$ cat config.mk
export PLATFORM = sky130hd
export DESIGN_NAME = ex_stage_pipe
export DESIGN_NICKNAME = d
export VERILOG_FILES = /design/src/rtl/ex_stage_pipe_pkg.sv /design/src/rtl/ex_stage_pipe_alu.sv /design/src/rtl/ex_stage_pipe_md_unit.sv /design/src/rtl/ex_stage_pipe.sv
export SDC_FILE = /design/constraint.sdc
export NUM_CORES = 2
export LEC_CHECK = 0
export ABC_AREA = 1
export ABC_CLOCK_PERIOD_IN_PS = 6650
export BUFFER_PORTS_ARGS = -buffer_cell sky130_fd_sc_hd__buf_2
export CAP_MARGIN = 20
export CORE_MARGIN = 2
export CORE_UTILIZATION = 60
export CTS_BUF_LIST = sky130_fd_sc_hd__clkbuf_8 sky130_fd_sc_hd__clkbuf_16
export DETAILED_ROUTE_END_ITERATION = 6
export PLACE_DENSITY = 0.81
export SYNTH_ARGS = -nofsm -noshare
export SYNTH_HDL_FRONTEND = slang
export SYNTH_SLANG_ARGS = --single-unit
$ cat constraint.sdc
create_clock -name clk -period 6.65 [get_ports clk]
set_clock_uncertainty 0.1 [all_clocks]
set_input_delay 1.33 -clock clk [delete_from_list [all_inputs] [get_ports clk]]
set_output_delay 1.33 -clock clk [all_outputs]
set_load 0.03 [all_outputs]
$ cat src/rtl/ex_stage_pipe_pkg.sv
// Shared definitions for the registered execute stage: ALU / RV32M op codes,
// the stage state encoding and small op-decoding helpers.
package ex_stage_pipe_pkg;

    localparam logic [3:0] ALU_OP_ADD  = 4'd0;
    localparam logic [3:0] ALU_OP_SUB  = 4'd1;
    localparam logic [3:0] ALU_OP_AND  = 4'd2;
    localparam logic [3:0] ALU_OP_OR   = 4'd3;
    localparam logic [3:0] ALU_OP_XOR  = 4'd4;
    localparam logic [3:0] ALU_OP_SLL  = 4'd5;
    localparam logic [3:0] ALU_OP_SRL  = 4'd6;
    localparam logic [3:0] ALU_OP_SRA  = 4'd7;
    localparam logic [3:0] ALU_OP_SLT  = 4'd8;
    localparam logic [3:0] ALU_OP_SLTU = 4'd9;

    // funct3 order, so bit 2 separates multiply from divide
    localparam logic [2:0] MD_OP_MUL    = 3'd0;
    localparam logic [2:0] MD_OP_MULH   = 3'd1;
    localparam logic [2:0] MD_OP_MULHSU = 3'd2;
    localparam logic [2:0] MD_OP_MULHU  = 3'd3;
    localparam logic [2:0] MD_OP_DIV    = 3'd4;
    localparam logic [2:0] MD_OP_DIVU   = 3'd5;
    localparam logic [2:0] MD_OP_REM    = 3'd6;
    localparam logic [2:0] MD_OP_REMU   = 3'd7;

    typedef enum logic [1:0] {
        IDLE    = 2'd0,
        MD_RUN  = 2'd1,
        MD_DONE = 2'd2
    } state_e;

    function automatic logic md_is_div(input logic [2:0] op);
        return op[2];
    endfunction

    function automatic logic md_signed_a(input logic [2:0] op);
        return (op == MD_OP_MULH) || (op == MD_OP_MULHSU) ||
               (op == MD_OP_DIV)  || (op == MD_OP_REM);
    endfunction

    function automatic logic md_signed_b(input logic [2:0] op);
        return (op == MD_OP_MULH) || (op == MD_OP_DIV) || (op == MD_OP_REM);
    endfunction

endpackage

$ cat src/rtl/ex_stage_pipe_alu.sv
// Combinational integer ALU used by the execute stage.
module alu
    import ex_stage_pipe_pkg::*;
#(
    parameter int W = 32
) (
    input  logic [W-1:0] a,
    input  logic [W-1:0] b,
    input  logic [3:0]   op,
    output logic [W-1:0] y
);
    localparam int SH = $clog2(W);

    always_comb begin
        y = '0;
        case (op)
            ALU_OP_ADD:  y = a + b;
            ALU_OP_SUB:  y = a - b;
            ALU_OP_AND:  y = a & b;
            ALU_OP_OR:   y = a | b;
            ALU_OP_XOR:  y = a ^ b;
            ALU_OP_SLL:  y = a << b[SH-1:0];
            ALU_OP_SRL:  y = a >> b[SH-1:0];
            ALU_OP_SRA:  y = $signed(a) >>> b[SH-1:0];
            ALU_OP_SLT:  y = {{(W-1){1'b0}}, $signed(a) < $signed(b)};
            ALU_OP_SLTU: y = {{(W-1){1'b0}}, a < b};
            default:     y = '0;
        endcase
    end
endmodule

$ cat src/rtl/ex_stage_pipe_md_unit.sv
// Iterative RV32M unit: W shift-add multiply or restoring-divide steps on
// operand magnitudes, with the sign fixed up combinationally on the result.
module md_unit
    import ex_stage_pipe_pkg::*;
#(
    parameter int W = 32
) (
    input  logic         clk,
    input  logic         rst_n,
    input  logic         start,
    input  logic         kill,
    input  logic [2:0]   op,
    input  logic [W-1:0] a,
    input  logic [W-1:0] b,
    output logic         done,
    output logic [W-1:0] res
);
    localparam int CNT_W = $clog2(W + 1);

    logic [CNT_W-1:0] cnt_q;
    logic [W-1:0]     hi_q, hi_d, lo_q, lo_d, a_q, b_q;
    logic [2:0]       op_q;
    logic             sa_q, sb_q, sa, sb;
    logic [W-1:0]     aMag, bMag, quot, rem;
    logic [W:0]       mulSum, divShift, divDiff;
    logic [2*W-1:0]   prod, prodFix;

    assign sa   = md_signed_a(op) & a[W-1];
    assign sb   = md_signed_b(op) & b[W-1];
    assign aMag = sa ? -a : a;
    assign bMag = sb ? -b : b;

    // hi/lo hold {accumulator, multiplier} or {remainder, quotient}
    always_comb begin
        mulSum   = {1'b0, hi_q} + (lo_q[0] ? {1'b0, a_q} : '0);
        divShift = {hi_q, lo_q[W-1]};
        divDiff  = divShift - {1'b0, b_q};
        hi_d     = mulSum[W:1];
        lo_d     = {mulSum[0], lo_q[W-1:1]};
        if (md_is_div(op_q)) begin
            if (!divDiff[W]) begin
                hi_d = divDiff[W-1:0];
                lo_d = {lo_q[W-2:0], 1'b1};
            end else begin
                hi_d = divShift[W-1:0];
                lo_d = {lo_q[W-2:0], 1'b0};
            end
        end
    end

    always_ff @(posedge clk or negedge rst_n) begin
        if (!rst_n) begin
            cnt_q <= '0;
            hi_q  <= '0;
            lo_q  <= '0;
            a_q   <= '0;
            b_q   <= '0;
            op_q  <= MD_OP_MUL;
            sa_q  <= 1'b0;
            sb_q  <= 1'b0;
        end else if (kill) begin
            cnt_q <= '0;
        end else if (start) begin
            cnt_q <= CNT_W'(W);
            hi_q  <= '0;
            lo_q  <= md_is_div(op) ? aMag : bMag;
            a_q   <= aMag;
            b_q   <= bMag;
            op_q  <= op;
            sa_q  <= sa;
            sb_q  <= sb;
        end else if (cnt_q != '0) begin
            cnt_q <= cnt_q - 1'b1;
            hi_q  <= hi_d;
            lo_q  <= lo_d;
        end
    end

    assign done = (cnt_q == CNT_W'(1));

    // A zero divisor leaves remainder = |dividend|, which the sign fix restores
    always_comb begin
        prod    = {hi_q, lo_q};
        prodFix = (sa_q ^ sb_q) ? -prod : prod;
        quot    = (b_q == '0) ? '1 : ((sa_q ^ sb_q) ? -lo_q : lo_q);
        rem     = sa_q ? -hi_q : hi_q;
        case (op_q)
            MD_OP_MUL:                          res = prodFix[W-1:0];
            MD_OP_MULH, MD_OP_MULHSU,
            MD_OP_MULHU:                        res = prodFix[2*W-1:W];
            MD_OP_DIV, MD_OP_DIVU:              res = quot;
            default:                            res = rem;
        endcase
    end
endmodule

$ cat src/rtl/ex_stage_pipe.sv
// Registered RV32 execute stage: forwarding muxes, ALU, branch-target adder
// and an iterative multiply/divide path with busy/stall/flush handshaking.
module ex_stage_pipe
    import ex_stage_pipe_pkg::*;
#(
    parameter int WORD_SIZE = 32,
    parameter int ADDR_SIZE = 10,
    parameter int IMM_SHIFT = 2
) (
    input  logic                 clk,
    input  logic                 rst_n,
    input  logic                 in_valid,
    input  logic                 stall_in,
    input  logic                 flush,
    input  logic [ADDR_SIZE-1:0] pc,
    input  logic [WORD_SIZE-1:0] data1,
    input  logic [WORD_SIZE-1:0] mem_forward1,
    input  logic [WORD_SIZE-1:0] wb_forward1,
    input  logic [WORD_SIZE-1:0] data2,
    input  logic [WORD_SIZE-1:0] mem_forward2,
    input  logic [WORD_SIZE-1:0] wb_forward2,
    input  logic [1:0]           sel_forward1,
    input  logic [1:0]           sel_forward2,
    input  logic [WORD_SIZE-1:0] immd,
    input  logic [3:0]           alu_op,
    input  logic                 alu_src,
    input  logic                 branch,
    input  logic                 jump,
    input  logic                 md_en,
    input  logic [2:0]           md_op,
    output logic                 busy,
    output logic                 out_valid,
    output logic [WORD_SIZE-1:0] result,
    output logic [WORD_SIZE-1:0] write_data,
    output logic                 zero,
    output logic [ADDR_SIZE-1:0] branch_target,
    output logic                 branch_q,
    output logic                 jump_q
);
    state_e               state_q, state_d;
    logic [WORD_SIZE-1:0] op1, fwd2, op2, aluY, mdRes;
    logic                 mdDone, accept, mdStart;
    logic [WORD_SIZE-1:0] result_q, wdata_q;
    logic [ADDR_SIZE-1:0] target_q;
    logic                 valid_q, zero_q, br_q, jmp_q;

    always_comb begin
        case (sel_forward1)
            2'b01:   op1 = mem_forward1;
            2'b10:   op1 = wb_forward1;
            default: op1 = data1;
        endcase
        case (sel_forward2)
            2'b01:   fwd2 = mem_forward2;
            2'b10:   fwd2 = wb_forward2;
            default: fwd2 = data2;
        endcase
    end

    assign op2 = alu_src ? immd : fwd2;

    alu #(.W(WORD_SIZE)) u_alu (
        .a  (op1),
        .b  (op2),
        .op (alu_op),
        .y  (aluY)
    );

    md_unit #(.W(WORD_SIZE)) u_md (
        .clk   (clk),
        .rst_n (rst_n),
        .start (mdStart),
        .kill  (flush),
        .op    (md_op),
        .a     (op1),
        .b     (fwd2),
        .done  (mdDone),
        .res   (mdRes)
    );

    always_ff @(posedge clk or negedge rst_n) begin
        if (!rst_n) state_q <= IDLE;
        else        state_q <= state_d;
    end

    always_comb begin
        state_d = state_q;
        if (flush) begin
            state_d = IDLE;
        end else begin
            case (state_q)
                IDLE:    if (mdStart) state_d = MD_RUN;
                MD_RUN:  if (mdDone) state_d = MD_RUN == MD_RUN ? MD_DONE : MD_RUN;
                MD_DONE: if (!stall_in) state_d = IDLE;
                default: state_d = IDLE;
            endcase
        end
    end

    always_comb begin
        busy    = (state_q != IDLE) | stall_in;
        accept  = in_valid & ~busy & ~stall_in & ~flush;
        mdStart = accept & md_en;
    end

    // M ops latch their side outputs at accept; the result lands from MD_DONE
    always_ff @(posedge clk or negedge rst_n) begin
        if (!rst_n) begin
            result_q <= '0;
            wdata_q  <= '0;
            target_q <= '0;
            valid_q  <= 1'b0;
            zero_q   <= 1'b0;
            br_q     <= 1'b0;
            jmp_q    <= 1'b0;
        end else if (flush) begin
            valid_q <= 1'b0;
        end else begin
            case (state_q)
                IDLE: begin
                    if (accept) begin
                        wdata_q  <= fwd2;
                        target_q <= pc + ADDR_SIZE'(immd << IMM_SHIFT);
                        br_q     <= branch;
                        jmp_q    <= jump;
                        valid_q  <= ~md_en;
                        if (!md_en) begin
                            result_q <= aluY;
                            zero_q   <= (aluY == '0);
                        end
                    end else if (!stall_in) begin
                        valid_q <= 1'b0;
                    end
                end
                MD_DONE: begin
                    if (!stall_in) begin
                        result_q <= mdRes;
                        zero_q   <= (mdRes == '0);
                        valid_q  <= 1'b1;
                    end
                end
                default: valid_q <= 1'b0;
            endcase
        end
    end

    assign out_valid     = valid_q;
    assign result        = result_q;
    assign write_data    = wdata_q;
    assign zero          = zero_q;
    assign branch_target = target_q;
    assign branch_q      = br_q;
    assign jump_q        = jmp_q;
endmodule

==> qor.csv <==
metric,value,unit
WS Path Type,input pin to flip-flop,
"Async S/R FF share, synth",1.00,
crit-path max FO,25,
"commonest non-fill, non-tap cells in the layout","1,549 x nand2_1, 680 x nand3_1, 570 x inv_1, 502 x nor2_1, 393 x o21ai_0",
first-pass GRT wire length,228,mm
"most common cell after layout, fill and taps aside",nand2_1,
failing checks,DRC,
Worst VDD drop,265,uV
die width,228,um
WP data arrival,6270,ps
Top-Level Pins,333,
via count,40452,
Root Driver,clkbuf_16,
# clock sinks,219,
Clock Latency Late Sink,590,ps
antenna violations before repair,8,
wire length per cell,24.8,um
TritonCTS buffer count,27,
initial core utilization,0.605,
std cell rows,82,
routed wire length,153,mm
GRT overflow,0,
Yosys warnings,0,
Setup TNS,0,ps
hpwl dp,118,mm
post-layout util,0.668,
largest net degree at the start of global routing,124,
sequential fraction of the synthesis area,0.181,
1st-iter DRT viols,6836,
cts-stage hold buffer count,0,
Post-Syn Area per Cell,5.75,um^2
final critical path time including I/O delays and setup,5930,ps
Clock transition at path regs,60,ps
PortBufs,332,
layout cells sized above 1,0.104,
core area,0.0500,mm^2
Rel. slew slack,0.218,
max_cap viols,0,
Tcrit/Tclk final,0.892,
Resized cells post-CTS,0,
# setup viols final,0,
Die Ht,228,um
"Area growth, synth to finish",10.4,%
Worst setup EP type,flip-flop,
status,"finished, violations left",
Worst Path Required,6990,ps
area of the die,0.0522,mm^2
Mapped Area,0.0302,mm^2
Fin. Hold Viols,0,
RSZ-0062 raised after global routing,no,
Vias/cell,6.55,
most common flop cell mapped by yosys,dfrtp_1,
Post-DRT Antenna Nets,0,
DRC,52,
Pins Over Slew Limit,0,
Hold Path Class,flip-flop to flip-flop,
Post-CTS Setup Bufs,0,
Final GP Congestion,1.17,
CTS Buffer Depth,3,
aggregate global-route resource usage,0.570,
Synth cell types,63,
Least-Margin Pin Slew,1160,ps
post-synthesis cell count,5260,
crit start category,input pin,
drt pass-1 iters,7,
syn nets,5698,
Nets,5915,
fmax,168,MHz
H-tree Lvls,1,
Tot Pwr,13.0,mW
CTS tree,done,
static leakage,17.4,nW
number of global-route vias before repair,37209,
P per Cell Area,390,mW/mm^2
number of flops mapped to enable cells by yosys,0,
synthesized flop and latch total,219,
-- final cells by class --
class	instances	area [um^2]
Sequential cell	219	5480
Inverter	588	2210
Multi-Input combinational cell	4227	21600
Clock buffer	28	689
Tap cell	672	841
Clock inverter	18	288
Antenna cell	6	15.0
Timing Repair Buffer	414	2300
Fill cell	4820	16600
-- final timing paths --
kind / cells past startpoint / to / start / slack (ps)
worst min register to register: 2 / result[22] / result[22] / 370
worst min-delay path: 2 / result[22] / result[22] / 370
worst max-delay path: 23 / result[21] / sel_forward1[0] / 720
worst max register to register: 22 / u_md.hi_q[4] / u_md.lo_q[31] / 1560
min in group asynchronous: 1 / u_md.b_q[17] / rst_n / 720
max in group asynchronous: 2 / u_md.cnt_q[1] / rst_n / 4540
-- registers in the layout, indices dropped and copies added (netlist names), 3 cells and up --
name	count
u_md.lo_q	32
u_md.hi_q	32
result	32
u_md.op_q	3
write_data	32
u_md.b_q	32
branch_target	10
u_md.cnt_q	6
u_md.a_q	32
-- worst max-delay path: stages --
cell and delay (ps):
buf_2 90, inv_1 40, ha_1 300, inv_2 380
buf_4 290, nand3_1 90, o21ai_1 310, inv_1 190
ha_1 450, a21oi_1 240, nor2_1 70, nor2_1 190
nand2_1 120, nand2_1 110, nand3_1 130, nand2_1 100
nand2_1 70, o21ai_0 870, nand2_1 180, nor2_1 250
nor2_1 120, a31oi_1 240, o21ai_0 100
-- layer usage --
layer / global-route usage / vias up / part of all wire
li1: - / 17811 / -
met1: 0.641 / 18009 / 0.33
met2: 0.824 / 3567 / 0.40
met3: 0.218 / 1057 / 0.15
met4: 0.543 / 8 / 0.12
met5: 0 / - / 0.00035
-- kinds of logic after synthesis --
kind of cell | share of synthesized area
flops | 0.181
compound gates | 0.191
simple gates | 0.409
fa+ha+maj | 0.0771
xor+xnor | 0.0350
buf+inv | 0.107
-- where the power goes --
| part | total, mW | switching [mW] | internal, mW |
|---|---|---|---|
| combinational | 8.79 | 6.26 | 2.53 |
| sequential | 2.56 | 0.764 | 1.80 |
| clock | 1.68 | 0.657 | 1.02 |
-- metrics by stage --
| step | worst slack [ps] | hold WS [ps] | cell area (um^2) | instances |
|---|---|---|---|---|
| final | 715 | 373 | 33400 | 6172 |
| after global routing | 597 | 393 | 33400 | 6167 |
| after CTS | 1060 | 377 | 33300 | 6162 |
| after detailed placement | 516 | 362 | 32400 | 6116 |
| after global placement | 523 | 359 | 32400 | 6116 |
| after floorplan | 1700 | 349 | 30200 | 5260 |
-- cells in the mapped netlist (all sizes together), types with 55 or more instances --
master,n,area share
nand2,1557,0.19
nand3,691,0.12
inv,582,0.072
nor2,517,0.066
o21ai,464,0.081
a21oi,276,0.046
dfrtp,219,0.18
ha,180,0.074
clkbuf,134,0.017
xor2,98,0.028
buf,92,0.017
o211ai,55,0.014
No activity file was read; power rests on OpenSTA's default activity.
